**config.mk**
```make
export PLATFORM = sky130hd
export DESIGN_NAME = banco_nos_ativos
export DESIGN_NICKNAME = d
export VERILOG_FILES = /design/src/rtl/banco_nos_ativos.sv
export SDC_FILE = /design/constraint.sdc
export NUM_CORES = 1
export LEC_CHECK = 0
export BUFFER_PORTS_ARGS = -buffer_cell sky130_fd_sc_hd__buf_2
export CORE_MARGIN = 3
export CORE_UTILIZATION = 50
export CTS_BUF_LIST = sky130_fd_sc_hd__clkbuf_8
export DETAILED_ROUTE_END_ITERATION = 10
export PLACE_DENSITY = 0.73
export SYNTH_ARGS = -nofsm -noshare
export SYNTH_HDL_FRONTEND = slang
export SYNTH_SLANG_ARGS = --single-unit
```
**constraint.sdc**
```tcl
create_clock -name clk -period 8.7 [get_ports clk]
set_clock_uncertainty 0.15 [all_clocks]
set_input_delay 1.74 -clock clk [delete_from_list [all_inputs] [get_ports clk]]
set_output_delay 1.74 -clock clk [all_outputs]
set_load 0.02 [all_outputs]
```
**src/rtl/banco_nos_ativos.sv**
```systemverilog
// banco_nos_ativos: active-node slot bank with a sequential lowest-cost scan engine
module banco_nos_ativos #(
    parameter int NUM_NA          = 8,
    parameter int ADDR_WIDTH      = 5,
    parameter int DISTANCIA_WIDTH = 5,
    parameter int CUSTO_WIDTH     = 4
) (
    input  logic                           clk,
    input  logic                           rst,
    input  logic                           desativar_in,
    input  logic                           atualizar_in,
    input  logic [NUM_NA-1:0]              habilitar_in,
    input  logic [ADDR_WIDTH-1:0]          endereco_in,
    input  logic [ADDR_WIDTH-1:0]          anterior_in,
    input  logic [CUSTO_WIDTH-1:0]         menor_vizinho_in,
    input  logic [DISTANCIA_WIDTH-1:0]     distancia_in,
    input  logic                           buscar_in,
    output logic [ADDR_WIDTH*NUM_NA-1:0]   na_endereco_o,
    output logic [NUM_NA-1:0]              na_ativo_o,
    output logic [$clog2(NUM_NA+1)-1:0]    na_livres_o,
    output logic                           ocupado_o,
    output logic                           busca_feita_o,
    output logic                           menor_encontrado_o,
    output logic [NUM_NA-1:0]              menor_indice_o,
    output logic [ADDR_WIDTH-1:0]          menor_endereco_o,
    output logic [ADDR_WIDTH-1:0]          menor_anterior_o,
    output logic [DISTANCIA_WIDTH:0]       menor_custo_o
);
    localparam int IW = $clog2(NUM_NA);
    localparam int CW = DISTANCIA_WIDTH + 1;
    localparam int LW = $clog2(NUM_NA + 1);

    typedef enum logic [1:0] {OCIOSO, VARRENDO, PRONTO} estado_t;

    estado_t estado, prox;
    logic [ADDR_WIDTH-1:0]      endereco  [NUM_NA];
    logic [ADDR_WIDTH-1:0]      anterior  [NUM_NA];
    logic [DISTANCIA_WIDTH-1:0] distancia [NUM_NA];
    logic [CUSTO_WIDTH-1:0]     vizinho   [NUM_NA];
    logic [NUM_NA-1:0]          ativo;
    logic                       um_quente;
    logic [IW-1:0]              idx, melhor_idx, f_idx;
    logic                       melhor_valido, toma, f_valido;
    logic [CW-1:0]              melhor_custo, custo_atual, f_custo;
    logic [ADDR_WIDTH-1:0]      melhor_end, melhor_ant, f_end, f_ant;

    assign um_quente = |habilitar_in && ~|(habilitar_in & (habilitar_in - 1'b1));
    assign na_ativo_o = ativo;
    assign ocupado_o = estado == VARRENDO;

    always_ff @(posedge clk or posedge rst) begin
        if (rst) begin
            ativo <= '0;
            for (int i = 0; i < NUM_NA; i++) begin
                endereco[i]  <= '0;
                anterior[i]  <= '0;
                distancia[i] <= '0;
                vizinho[i]   <= '0;
            end
        end else begin
            for (int i = 0; i < NUM_NA; i++) begin
                if (desativar_in && habilitar_in[i])
                    ativo[i] <= 1'b0;
                else if (atualizar_in && !desativar_in && um_quente && habilitar_in[i]) begin
                    if (!ativo[i]) begin
                        ativo[i]     <= 1'b1;
                        endereco[i]  <= endereco_in;
                        anterior[i]  <= anterior_in;
                        distancia[i] <= distancia_in;
                        vizinho[i]   <= menor_vizinho_in;
                    end else if (endereco[i] == endereco_in && distancia_in < distancia[i]) begin
                        anterior[i]  <= anterior_in;
                        distancia[i] <= distancia_in;
                        vizinho[i]   <= menor_vizinho_in;
                    end
                end
            end
        end
    end

    always_comb begin
        na_livres_o = LW'(NUM_NA);
        for (int i = 0; i < NUM_NA; i++)
            na_livres_o = na_livres_o - LW'(ativo[i]);
        for (int i = 0; i < NUM_NA; i++)
            na_endereco_o[ADDR_WIDTH*i +: ADDR_WIDTH] = endereco[i];
    end

    // Live read of the slot under the scan pointer, merged with best-so-far
    assign custo_atual = CW'(distancia[idx]) + CW'(vizinho[idx]);
    assign toma        = ativo[idx] && (!melhor_valido || custo_atual < melhor_custo);
    assign f_valido    = toma || melhor_valido;
    assign f_idx       = toma ? idx : melhor_idx;
    assign f_custo     = toma ? custo_atual : melhor_custo;
    assign f_end       = toma ? endereco[idx] : melhor_end;
    assign f_ant       = toma ? anterior[idx] : melhor_ant;

    always_ff @(posedge clk or posedge rst) begin
        if (rst) estado <= OCIOSO;
        else     estado <= prox;
    end

    always_comb begin
        prox = estado;
        case (estado)
            OCIOSO:   prox = buscar_in ? VARRENDO : OCIOSO;
            VARRENDO: prox = idx == IW'(NUM_NA - 1) ? PRONTO : VARRENDO;
            default:  prox = OCIOSO;
        endcase
    end

    always_ff @(posedge clk or posedge rst) begin
        if (rst) begin
            idx                <= '0;
            melhor_valido      <= 1'b0;
            melhor_idx         <= '0;
            melhor_custo       <= '0;
            melhor_end         <= '0;
            melhor_ant         <= '0;
            busca_feita_o      <= 1'b0;
            menor_encontrado_o <= 1'b0;
            menor_indice_o     <= '0;
            menor_endereco_o   <= '0;
            menor_anterior_o   <= '0;
            menor_custo_o      <= '0;
        end else begin
            busca_feita_o <= estado == PRONTO;
            if (estado == OCIOSO && buscar_in) begin
                idx           <= '0;
                melhor_valido <= 1'b0;
            end else if (estado == VARRENDO) begin
                idx           <= idx + 1'b1;
                melhor_valido <= f_valido;
                melhor_idx    <= f_idx;
                melhor_custo  <= f_custo;
                melhor_end    <= f_end;
                melhor_ant    <= f_ant;
                if (idx == IW'(NUM_NA - 1)) begin
                    menor_encontrado_o <= f_valido;
                    menor_indice_o     <= f_valido ? NUM_NA'(1) << f_idx : '0;
                    menor_endereco_o   <= f_valido ? f_end : '0;
                    menor_anterior_o   <= f_valido ? f_ant : '0;
                    menor_custo_o      <= f_valido ? f_custo : '0;
                end
            end
        end
    end
endmodule

```
==> flow_summary.yaml <==
synth:
  yosysWarnings: 0
  yosysTopAreaCell: "dfrtp_1"
  synth_area_um2: 11300
  ys_types: 56
  syn-instance-count: 885
  ys_seq_area_share_pct: 46.9
  synth_top_area_share_pct: 46.9
  netlist_top_cells_area: "dfrtp_1 47%, mux2_2 15%, mux4_2 8.0%"
  syn_area_per_cell_um2: 12.7
  synth_nets: 969
  synth_edf_count: 0
  yosys_register_bits: 211
  ys_async_sr_fraction_pct: 100
  synthFlopType: "dfrtp_1"
sta:
  slew_headroom_pct: 27.3
  postLayoutSetupSlackWorst_ns: 2.90
  grt_setup_unrepaired: "false"
  worst_pin_slew_ns: 1.08
  fin_crit_ns: 5.80
  slew_viol_final: 0
  fin_crit_sh_pct: 66.7
  fin_setup_tns_ns: 0
  hold_viol: 0
  setup_viol: 0
  fmax_ghz: 0.172
placement:
  dp_hpwl_mm: 17.8
  gp_congestion: 0.864
  pre_cts_slack_ns: 2.90
  io_buffer_count: 110
  placed_area_um2: 12000
worst_setup_path:
  slowest_delay_ns: 0.88
  path_depth: 14
  path_max_fanout: 32
  worst-path-buf-inv: 1
  worst-r2r-setup-slack_ns: 2.90
  start_kind: "flip-flop"
  worstSetupEndpointType: "flip-flop"
  worstSetupPathType: "reg -> reg"
  cp_common_cell: "ha_1"
  timing.rr.start: "idx[0]"
  path_cells: "buf_4 -> mux4_2 -> mux2_2 -> ha_1 -> fa_1 -> a21o_1 -> a21oi_1 -> xnor2_1 -> ha_1 -> a2111oi_0 -> o21ai_0 -> a32oi_2 -> nand2_1 -> mux2_1"
  crit_end: "melhor_custo[0]"
  required_ns: 8.96
  critPathLaunch: "idx[0]"
  r2r_cells: 14
  cpLargestDelayFamily: "multiplexers"
  r2r_end: "melhor_custo[0]"
  worstPathArrival_ns: 6.06
  crit_slowest_cell: "dfrtp_2"
global_routing:
  grt-ovfl-total: 0
  grtUsageTotal_pct: 21.6
  grt_antenna_before_repair: 2
  grt_max_degree: 136
  grt_pass1_vias: 7556
  grt_pass1_wl_mm: 41.5
floorplanning:
  die_y_um: 156
  dieArea_um2: 24300
  core_um2: 22000
  initial_core_util_pct: 51.2
  io-pin-count: 111
  fp.dieW_um: 156
  rows: 54
routing:
  drt_iter0_drc: 391
  drt_wl_total_mm: 26.0
  drc_errors: 0
  ant_nets: 0
  dr.pass1.iters: 4
  vias_per_cell: 5.73
  num_vias: 7454
  avgRoutedWirePerCell_um: 19.9
clocking:
  cts_resized: 0
  h-tree-depth: 2
  clkSinkCount: 211
  clock-root-buffer: "clkbuf_8"
  ctsHoldBuffers: 0
  cts_tree: "yes"
  cts.path.max_buffers: 3
  clkLatencyLatePin_ns: 0.53
  post_cts_buffers: 0
  path_clk_slew_ns: 0.06
  cts_buffers: 37
cells_and_area:
  final_common_cell: "dfrtp_1"
  nNetsFinal: 1080
  final_util_pct: 58.1
  area_growth_pct: 13.5
  final_area_um2: 12800
  final_cell_mix: "209 x dfrtp_1, 146 x mux2_2, 110 x buf_2"
  drive_above_1_share_pct: 38.6
job:
  cap_violations: 0
power_and_ir_drop:
  finalPower_mw: 3.36
  power.density_nw_per_um2: 263
  vdd.ir_drop.worst_v: 0.000113
  power_leakage_nw: 6.15
min_path:
  whs_path_depth: 1
  hold_class: "reg -> reg"
status:
  status: "finished, final reports clean"
-- power by group --
| part | switching (mW) | total, mW | leakage, nW | internal, mW |
|---|---|---|---|---|
| combinational | 0.599 | 1.14 | 2.92 | 0.543 |
| clock | 0.397 | 0.897 | 0.424 | 0.500 |
| sequential | 0.162 | 1.32 | 2.80 | 1.16 |
| total | 1.16 | 3.36 | 6.15 | 2.20 |
-- through the flow --
| stage | hold slack [ns] | instances |
|---|---|---|
| after global routing | 0.334 | 1302 |
| after global placement | 0.299 | 1237 |
| after detailed placement | 0.308 | 1237 |
| final | 0.307 | 1302 |
| after floorplan | 0.276 | 885 |
| after CTS | 0.310 | 1301 |
-- kinds of logic after synthesis --
kind of cell,share of synthesized area (%)
flops,46.9
compound gates,7.15
fa+ha+maj,6.12
xor+xnor,3.42
mux,26.5
simple gates,6.38
buf+inv,3.55
-- layer usage --
metal / global-route usage (%) / part of all wire (%) / up-vias
li1: - / - / 3429
met1: 30.0 / 45 / 3819
met2: 34.7 / 48 / 167
met3: 4.24 / 5.1 / 39
met4: 6.31 / 2.2 / 0
met5: 0 / 0 / -
-- registers in the layout (all words and copies together) (netlist names) --
signal and flops:
melhor_idx 3, melhor_valido 1, na_endereco_o 40, distancia 40, menor_endereco_o 5, menor_custo_o 6, menor_encontrado_o 1, anterior 40
melhor_custo 6, vizinho 32, busca_feita_o 1, idx 3, melhor_end 5, melhor_ant 5, menor_indice_o 8, estado 2
na_ativo_o 8, menor_anterior_o 5
-- cell usage after synthesis, types with 2 or more instances --
master,n
inv_1,49
and2_1,5
or4b_2,3
nand3b_1,2
a21o_1,15
o31ai_1,2
clkbuf_1,30
o21ai_0,48
nand3_1,10
nor3b_1,8
a22o_1,11
and3_1,4
nor3_1,15
buf_6,2
o32ai_1,2
nand4_1,8
nand2_1,43
a21oi_1,15
mux2i_1,12
fa_1,5
xnor2_1,34
ha_1,47
nor2b_1,3
nor2_1,27
a211oi_1,12
xor2_1,10
buf_2,10
buf_1,5
dfrtp_1,211
mux4_2,40
nand2b_1,4
nor4b_1,4
mux2_2,146
mux2_4,20
a21o_4,2
-- area by class of cell --
cell class	instances	area (um^2)
Tap cell	280	350
Fill cell	1823	9190
Multi-Input combinational cell	576	5570
Inverter	50	195
Timing Repair Buffer	120	626
Antenna cell	1	2.50
Sequential cell	211	5280
Clock buffer	49	674
Clock inverter	15	62.6
-- how the worst min path moves through the flow --
| stage | from | endpoint |
|---|---|---|
| after CTS | estado[1] | estado[0] |
| after global placement | estado[1] | estado[0] |
| after floorplan | estado[1] | estado[0] |
| after global routing | menor_anterior_o[1] | menor_anterior_o[1] |
| final | estado[1] | estado[0] |
| after detailed placement | estado[1] | estado[0] |
Power figures use the tool's default switching activity.
